--- src/rtl/next_pc_if.sv ---
// Fetch-side bundle for next_pc_unit: redirect/stall requests in, fetch PC and status out.
// The master modport is the core/pipeline side; the slave modport is the PC unit.
interface next_pc_if #(
  parameter int XLEN  = 32,
  parameter int CNT_W = 16
);
  logic             fetch_ready;
  logic             branch_taken;
  logic [XLEN-1:0]  branch_target;
  logic             jump_valid;
  logic [XLEN-1:0]  jump_target;
  logic             trap_req;
  logic             halt_req;
  logic             resume;
  logic [XLEN-1:0]  pc;
  logic             pc_valid;
  logic [XLEN-1:0]  pc_plus4;
  logic             flush;
  logic [CNT_W-1:0] redirect_cnt;
  logic             misalign_err;

  modport master (
    output fetch_ready, branch_taken, branch_target, jump_valid, jump_target,
           trap_req, halt_req, resume,
    input  pc, pc_valid, pc_plus4, flush, redirect_cnt, misalign_err
  );

  modport slave (
    input  fetch_ready, branch_taken, branch_target, jump_valid, jump_target,
           trap_req, halt_req, resume,
    output pc, pc_valid, pc_plus4, flush, redirect_cnt, misalign_err
  );
endinterface

--- src/rtl/next_pc_unit.sv ---
// Next-PC generator with BOOT/RUN/HALT control, prioritised redirects and a saturating redirect counter.
// Optional misaligned-target trapping is enabled by defining NEXT_PC_MISALIGN_CHK_EN.
module next_pc_unit #(
  parameter int              XLEN      = 32,
  parameter logic [XLEN-1:0] RESET_VEC = XLEN'(32'h0000_0000),
  parameter logic [XLEN-1:0] TRAP_VEC  = XLEN'(32'h0000_0100),
  parameter int              CNT_W     = 16
) (
  input  logic     clk,
  input  logic     rst,
  next_pc_if.slave bus
);

  typedef enum logic [1:0] {
    BOOT = 2'd0,
    RUN  = 2'd1,
    HALT = 2'd2
  } state_e;

  state_e           state_q, state_d;
  logic [XLEN-1:0]  pc_q, pc_d;
  logic             flush_q, flush_d;
  logic             mis_q, mis_d;
  logic [CNT_W-1:0] cnt_q, cnt_d;

  logic [XLEN-1:0]  pc_plus4_s;
  logic [XLEN-1:0]  tgt_s;
  logic [XLEN-1:0]  tgt_pc_s;
  logic             bad_tgt_s;
  logic             redirect_s;

  assign pc_plus4_s = pc_q + XLEN'(4);

  // Jump outranks branch; jump targets lose bit 0 before any alignment decision.
  always_comb begin
    tgt_s = bus.branch_target;
    if (bus.jump_valid) begin
      tgt_s = bus.jump_target & ~XLEN'(1);
    end else begin
      tgt_s = bus.branch_target;
    end
  end

`ifdef NEXT_PC_MISALIGN_CHK_EN
  assign bad_tgt_s = (tgt_s[1:0] != 2'b00);
  assign tgt_pc_s  = bad_tgt_s ? TRAP_VEC : tgt_s;
`else
  assign bad_tgt_s = 1'b0;
  assign tgt_pc_s  = {tgt_s[XLEN-1:2], 2'b00};
`endif

  // Next-state, next-PC and redirect decode.
  always_comb begin
    state_d    = state_q;
    pc_d       = pc_q;
    redirect_s = 1'b0;
    mis_d      = 1'b0;
    case (state_q)
      BOOT: begin
        state_d = RUN;
      end
      RUN: begin
        if (bus.trap_req) begin
          pc_d       = TRAP_VEC;
          redirect_s = 1'b1;
        end else if (bus.jump_valid || bus.branch_taken) begin
          pc_d       = tgt_pc_s;
          redirect_s = 1'b1;
          mis_d      = bad_tgt_s;
        end else if (bus.fetch_ready) begin
          pc_d = pc_plus4_s;
        end else begin
          pc_d = pc_q;
        end
        if (bus.halt_req) begin
          state_d = HALT;
        end else begin
          state_d = RUN;
        end
      end
      HALT: begin
        if (bus.trap_req) begin
          pc_d       = TRAP_VEC;
          redirect_s = 1'b1;
          state_d    = RUN;
        end else if (bus.resume) begin
          state_d = RUN;
        end else begin
          state_d = HALT;
        end
      end
      default: begin
        state_d = BOOT;
      end
    endcase

    flush_d = redirect_s;
    if (redirect_s && (cnt_q != {CNT_W{1'b1}})) begin
      cnt_d = cnt_q + CNT_W'(1);
    end else begin
      cnt_d = cnt_q;
    end
  end

  // State and output registers; reset wins over every request.
  always_ff @(posedge clk) begin
    if (rst) begin
      state_q <= BOOT;
      pc_q    <= RESET_VEC;
      flush_q <= 1'b0;
      mis_q   <= 1'b0;
      cnt_q   <= '0;
    end else begin
      state_q <= state_d;
      pc_q    <= pc_d;
      flush_q <= flush_d;
      mis_q   <= mis_d;
      cnt_q   <= cnt_d;
    end
  end

  assign bus.pc           = pc_q;
  assign bus.pc_valid     = (state_q == RUN);
  assign bus.pc_plus4     = pc_plus4_s;
  assign bus.flush        = flush_q;
  assign bus.redirect_cnt = cnt_q;
  assign bus.misalign_err = mis_q;

endmodule
--- src/flat_wrapper.sv ---
// flat-port wrapper written by rule: the top's interface ports become plain ports
module next_pc_unit_flat 
#(
  parameter int              XLEN      = 32,
  parameter logic [XLEN-1:0] RESET_VEC = XLEN'(32'h0000_0000),
  parameter logic [XLEN-1:0] TRAP_VEC  = XLEN'(32'h0000_0100),
  parameter int              CNT_W     = 16
)
  (clk, rst, bus_fetch_ready, bus_branch_taken, bus_branch_target, bus_jump_valid, bus_jump_target, bus_trap_req, bus_halt_req, bus_resume, bus_pc, bus_pc_valid, bus_pc_plus4, bus_flush, bus_redirect_cnt, bus_misalign_err);
  next_pc_if #(.XLEN(XLEN), .CNT_W(CNT_W)) bus_i ();
  input  logic clk;
  input  logic rst;
  input wire logic [$bits(bus_i.fetch_ready)-1:0] bus_fetch_ready;
  input wire logic [$bits(bus_i.branch_taken)-1:0] bus_branch_taken;
  input wire logic [$bits(bus_i.branch_target)-1:0] bus_branch_target;
  input wire logic [$bits(bus_i.jump_valid)-1:0] bus_jump_valid;
  input wire logic [$bits(bus_i.jump_target)-1:0] bus_jump_target;
  input wire logic [$bits(bus_i.trap_req)-1:0] bus_trap_req;
  input wire logic [$bits(bus_i.halt_req)-1:0] bus_halt_req;
  input wire logic [$bits(bus_i.resume)-1:0] bus_resume;
  output wire logic [$bits(bus_i.pc)-1:0] bus_pc;
  output wire logic [$bits(bus_i.pc_valid)-1:0] bus_pc_valid;
  output wire logic [$bits(bus_i.pc_plus4)-1:0] bus_pc_plus4;
  output wire logic [$bits(bus_i.flush)-1:0] bus_flush;
  output wire logic [$bits(bus_i.redirect_cnt)-1:0] bus_redirect_cnt;
  output wire logic [$bits(bus_i.misalign_err)-1:0] bus_misalign_err;
  assign bus_i.fetch_ready = bus_fetch_ready;
  assign bus_i.branch_taken = bus_branch_taken;
  assign bus_i.branch_target = bus_branch_target;
  assign bus_i.jump_valid = bus_jump_valid;
  assign bus_i.jump_target = bus_jump_target;
  assign bus_i.trap_req = bus_trap_req;
  assign bus_i.halt_req = bus_halt_req;
  assign bus_i.resume = bus_resume;
  assign bus_pc = bus_i.pc;
  assign bus_pc_valid = bus_i.pc_valid;
  assign bus_pc_plus4 = bus_i.pc_plus4;
  assign bus_flush = bus_i.flush;
  assign bus_redirect_cnt = bus_i.redirect_cnt;
  assign bus_misalign_err = bus_i.misalign_err;
  next_pc_unit #(.XLEN(XLEN), .RESET_VEC(RESET_VEC), .TRAP_VEC(TRAP_VEC), .CNT_W(CNT_W)) u_core (.clk(clk), .rst(rst), .bus(bus_i));
endmodule
--- config.mk ---
export PLATFORM = sky130hd
export DESIGN_NAME = next_pc_unit_flat
export DESIGN_NICKNAME = d
export VERILOG_FILES = /design/src/rtl/next_pc_if.sv /design/src/rtl/next_pc_unit.sv /design/src/flat_wrapper.sv
export SDC_FILE = /design/constraint.sdc
export NUM_CORES = 1
export LEC_CHECK = 0
export CAP_MARGIN = 0
export CORE_ASPECT_RATIO = 0.5
export CORE_MARGIN = 8
export CORE_UTILIZATION = 38
export DETAILED_ROUTE_END_ITERATION = 10
export PLACE_DENSITY = 0.89
export SLEW_MARGIN = 25
export SYNTH_ARGS = -nofsm -noshare
export SYNTH_HDL_FRONTEND = slang
export SYNTH_SLANG_ARGS = --single-unit
--- constraint.sdc ---
create_clock -name clk -period 2.2 [get_ports clk]
set_input_delay 0.66 -clock clk [delete_from_list [all_inputs] [get_ports clk]]
set_output_delay 0.66 -clock clk [all_outputs]
set_load 0.05 [all_outputs]
==> flow_summary.yaml <==
run_status:
  outcome: "complete, but fails checks"
  violations: "negative setup slack"
clock_network:
  cts_buffers: 5
  htree_levels: 2
  clkSinkCount: 49
  cts.clk_slew.worst_paths_ns: 0.08
  hold_buffers: 0
  cts_tree: "built"
  insertion_delay_ns: 0.32
  ctsRootBufferMaster: "clkbuf_16"
  clk_path_buf_depth: 2
die:
  rows: 24
  die_h_um: 83.17
  die_w_um: 150.3
  boundaryPins: 155
  dieArea_um2: 12500
  core_um2: 8738
  start_util: 0.3923
synth:
  ys_seq_elements: 49
  synth-main-ff-cell: "dfxtp_1"
  avgSynthCellArea_um2: 7.845
  yosys_warnings: 0
  synth_area_um2: 3428
  synth_seq_area_share: 0.2861
  synth_cells: 437
  post_synth_and_or_nand_nor_area_fraction: 0.2770
  synth_fa_ha_area_frac: 0.02190
  synth_compound_area_frac: 0.2347
  synth.distinct_cells: 63
  synth_most_common_cell: "nor2_1"
  netlist_top_cells_area: "dfxtp_1 29%, nor2_1 5.5%, xnor2_1 5.4%"
  synth_edf_count: 0
  synthXorXnorAreaFrac: 0.08942
  synth_common_cells: "50 x nor2_1, 49 x dfxtp_1, 28 x nand2_1"
  synth_top_area_cell: "dfxtp_1"
  async_flop_share: 0
  synth_top_family_by_area: "simple AND/OR/NAND/NOR gates"
  synth_top_area_share: 0.2861
  yosys-mux-area-fraction: 0.02810
routing:
  ant_nets: 0
  wl_um: 22360
  viasPerCell: 6.793
  firstDrtPassIters: 6
  drcViolationCount: 0
  drtIter0Drc: 1101
  wl_per_cell_um: 27.71
  vias: 5482
worst_setup_path:
  start_kind: "flip-flop"
  worstPathArrival_ns: 2.12
  worstPathMaxFanout: 6
  crit_required_ns: 1.54
  end_kind: "primary output"
  path_class: "reg -> out"
cells_and_area:
  final_layout_size_suffix_gt1_frac: 0.4739
  diodes: 0
  syn_to_final_growth_pct: 106.6
  fillers: 430
  post-route-cell-area_um2: 7083
  finalNetCount: 767
global_route:
  track_usage: 0.2920
  grt_pass1_wl_um: 29110
  overflow: 0
  grt_max_degree: 20
  grt_pass1_vias: 5296
  antenna_found_initial: 1
power_and_ir_drop:
  peakVddDrop_mv: 0.3442
  p_per_area_nw_per_um2: 406.5
  fin_total_pwr_uw: 2880
  leakage_uw: 0.003011
timing:
  tightest_slew_ns: 0.6501
  setup_viol: 35
  setup_slack_ns: -0.5754
  fin_crit_ns: 2.775
  rsz0062_at_grt: "yes"
  drv_slew: 0
  finalHoldViolCount: 0
  relSlewSlack: 0.5650
  finalCritPeriodShare: 1.262
  finClkSkew_ns: 0.02062
  fmax_ghz: 0.3603
placement:
  dpl.hpwl_um: 11630
  gp_congestion: 0.8962
  placed_area_um2: 6186
  port_buffers: 145
worst_hold_path:
  min_path_type: "reg -> reg"
job:
  cap_violations: 0
## registers in the layout, indices dropped and copies added, names as in the netlist
register,cells
u_core.bus.flush,1
u_core.bus.pc,30
u_core.bus.redirect_cnt,16
u_core.state_q,2
## kinds of logic after synthesis
kind of cell | count (synthesis)
multiplexers | 9
adder cells (fa/ha/maj) | 6
flip-flops | 49
other | 1
AO/OA/AOI/OAI | 112
AND/OR/NAND/NOR | 176
buffers and inverters | 49
XOR/XNOR | 35
## per-layer routing
layer	wire, um	part of all wire	vias to the layer above	track usage
met5	14	0.00063	-	0
met2	9599	0.43	618	0.4755
li1	-	-	2109	-
met3	3088	0.14	225	0.07630
met4	2006	0.090	2	0.1820
met1	7654	0.34	2528	0.3362
## through the flow
| stage | worst slack, ns | hold slack (ns) | setup TNS [ns] | instances | utilization |
|---|---|---|---|---|---|
| global route | -0.5865 | 0.5439 | -10.36 | 807 | 0.8106 |
| floorplan | -0.3225 | 0.5710 | -3.666 | 441 | - |
| finish | -0.5754 | 0.5452 | -9.206 | 807 | 0.8106 |
| CTS | -0.3901 | 0.5296 | -5.931 | 782 | 0.7718 |
| global placement | -0.2963 | 0.4969 | -8.189 | 751 | 0.7079 |
| detailed placement | -0.3533 | 0.5146 | -11.94 | 751 | 0.7079 |
## path summary, 6_finish.rpt
check,from,cells past startpoint,endpoint,slack [ns]
setup / recovery,u_core.bus.pc[7],6,bus_pc_plus4[15],-0.58
hold / removal,u_core.bus.pc[17],2,u_core.bus.pc[17],0.55
setup reg to reg,u_core.bus.pc[7],8,u_core.bus.pc[13],-0.14
hold reg to reg,u_core.bus.pc[17],2,u_core.bus.pc[17],0.55
## final cells by class
cell class	count	area [um^2]	area share
Multi-Input combinational cell	343	2979	0.4206
Timing Repair Buffer	271	2680	0.3784
Sequential cell	49	1070	0.1510
Tap cell	117	146.4	0.02067
Clock buffer	7	132.6	0.01872
Inverter	19	71.32	0.01007
Clock inverter	1	3.754	0.0005299
## where the power goes
part | switching, uW | internal, uW
logic | 638 | 474
clock network | 386 | 421
registers | 50.9 | 909
## repair_timing
action                                  in CTS  in global routing
pin swaps                                   34                 29
hold endpoints to repair                     0                  0
endpoints found under the setup margin      32                 55
buffers inserted                            24                 26
gates resized for setup                     52                 25
gates cloned                                 0                  0
## placed cells by master, fill, tap and decap left out, drive strengths merged, types with 16 or more instances in the layout
cell / synthesis / routed
clkdlybuf4s50: 0 / 66
inv: 19 / 19
nor4: 16 / 16
nand3: 22 / 22
o21ai: 23 / 23
a21oi: 16 / 16
nand4: 19 / 19
dfxtp: 49 / 49
nor2: 51 / 51
nand2: 28 / 28
xnor2: 21 / 21
buf: 11 / 202
## worst max-delay path, cell delays in order, from the launching register on
cell and delay, ns:
dfxtp_4 0.41, buf_4 0.17, nand3_4 0.18, nor4_4 0.45, nand3_2 0.22, xnor2_4 0.20
buf_12 0.16
Note: power is estimated with default switching activity, not from simulation.
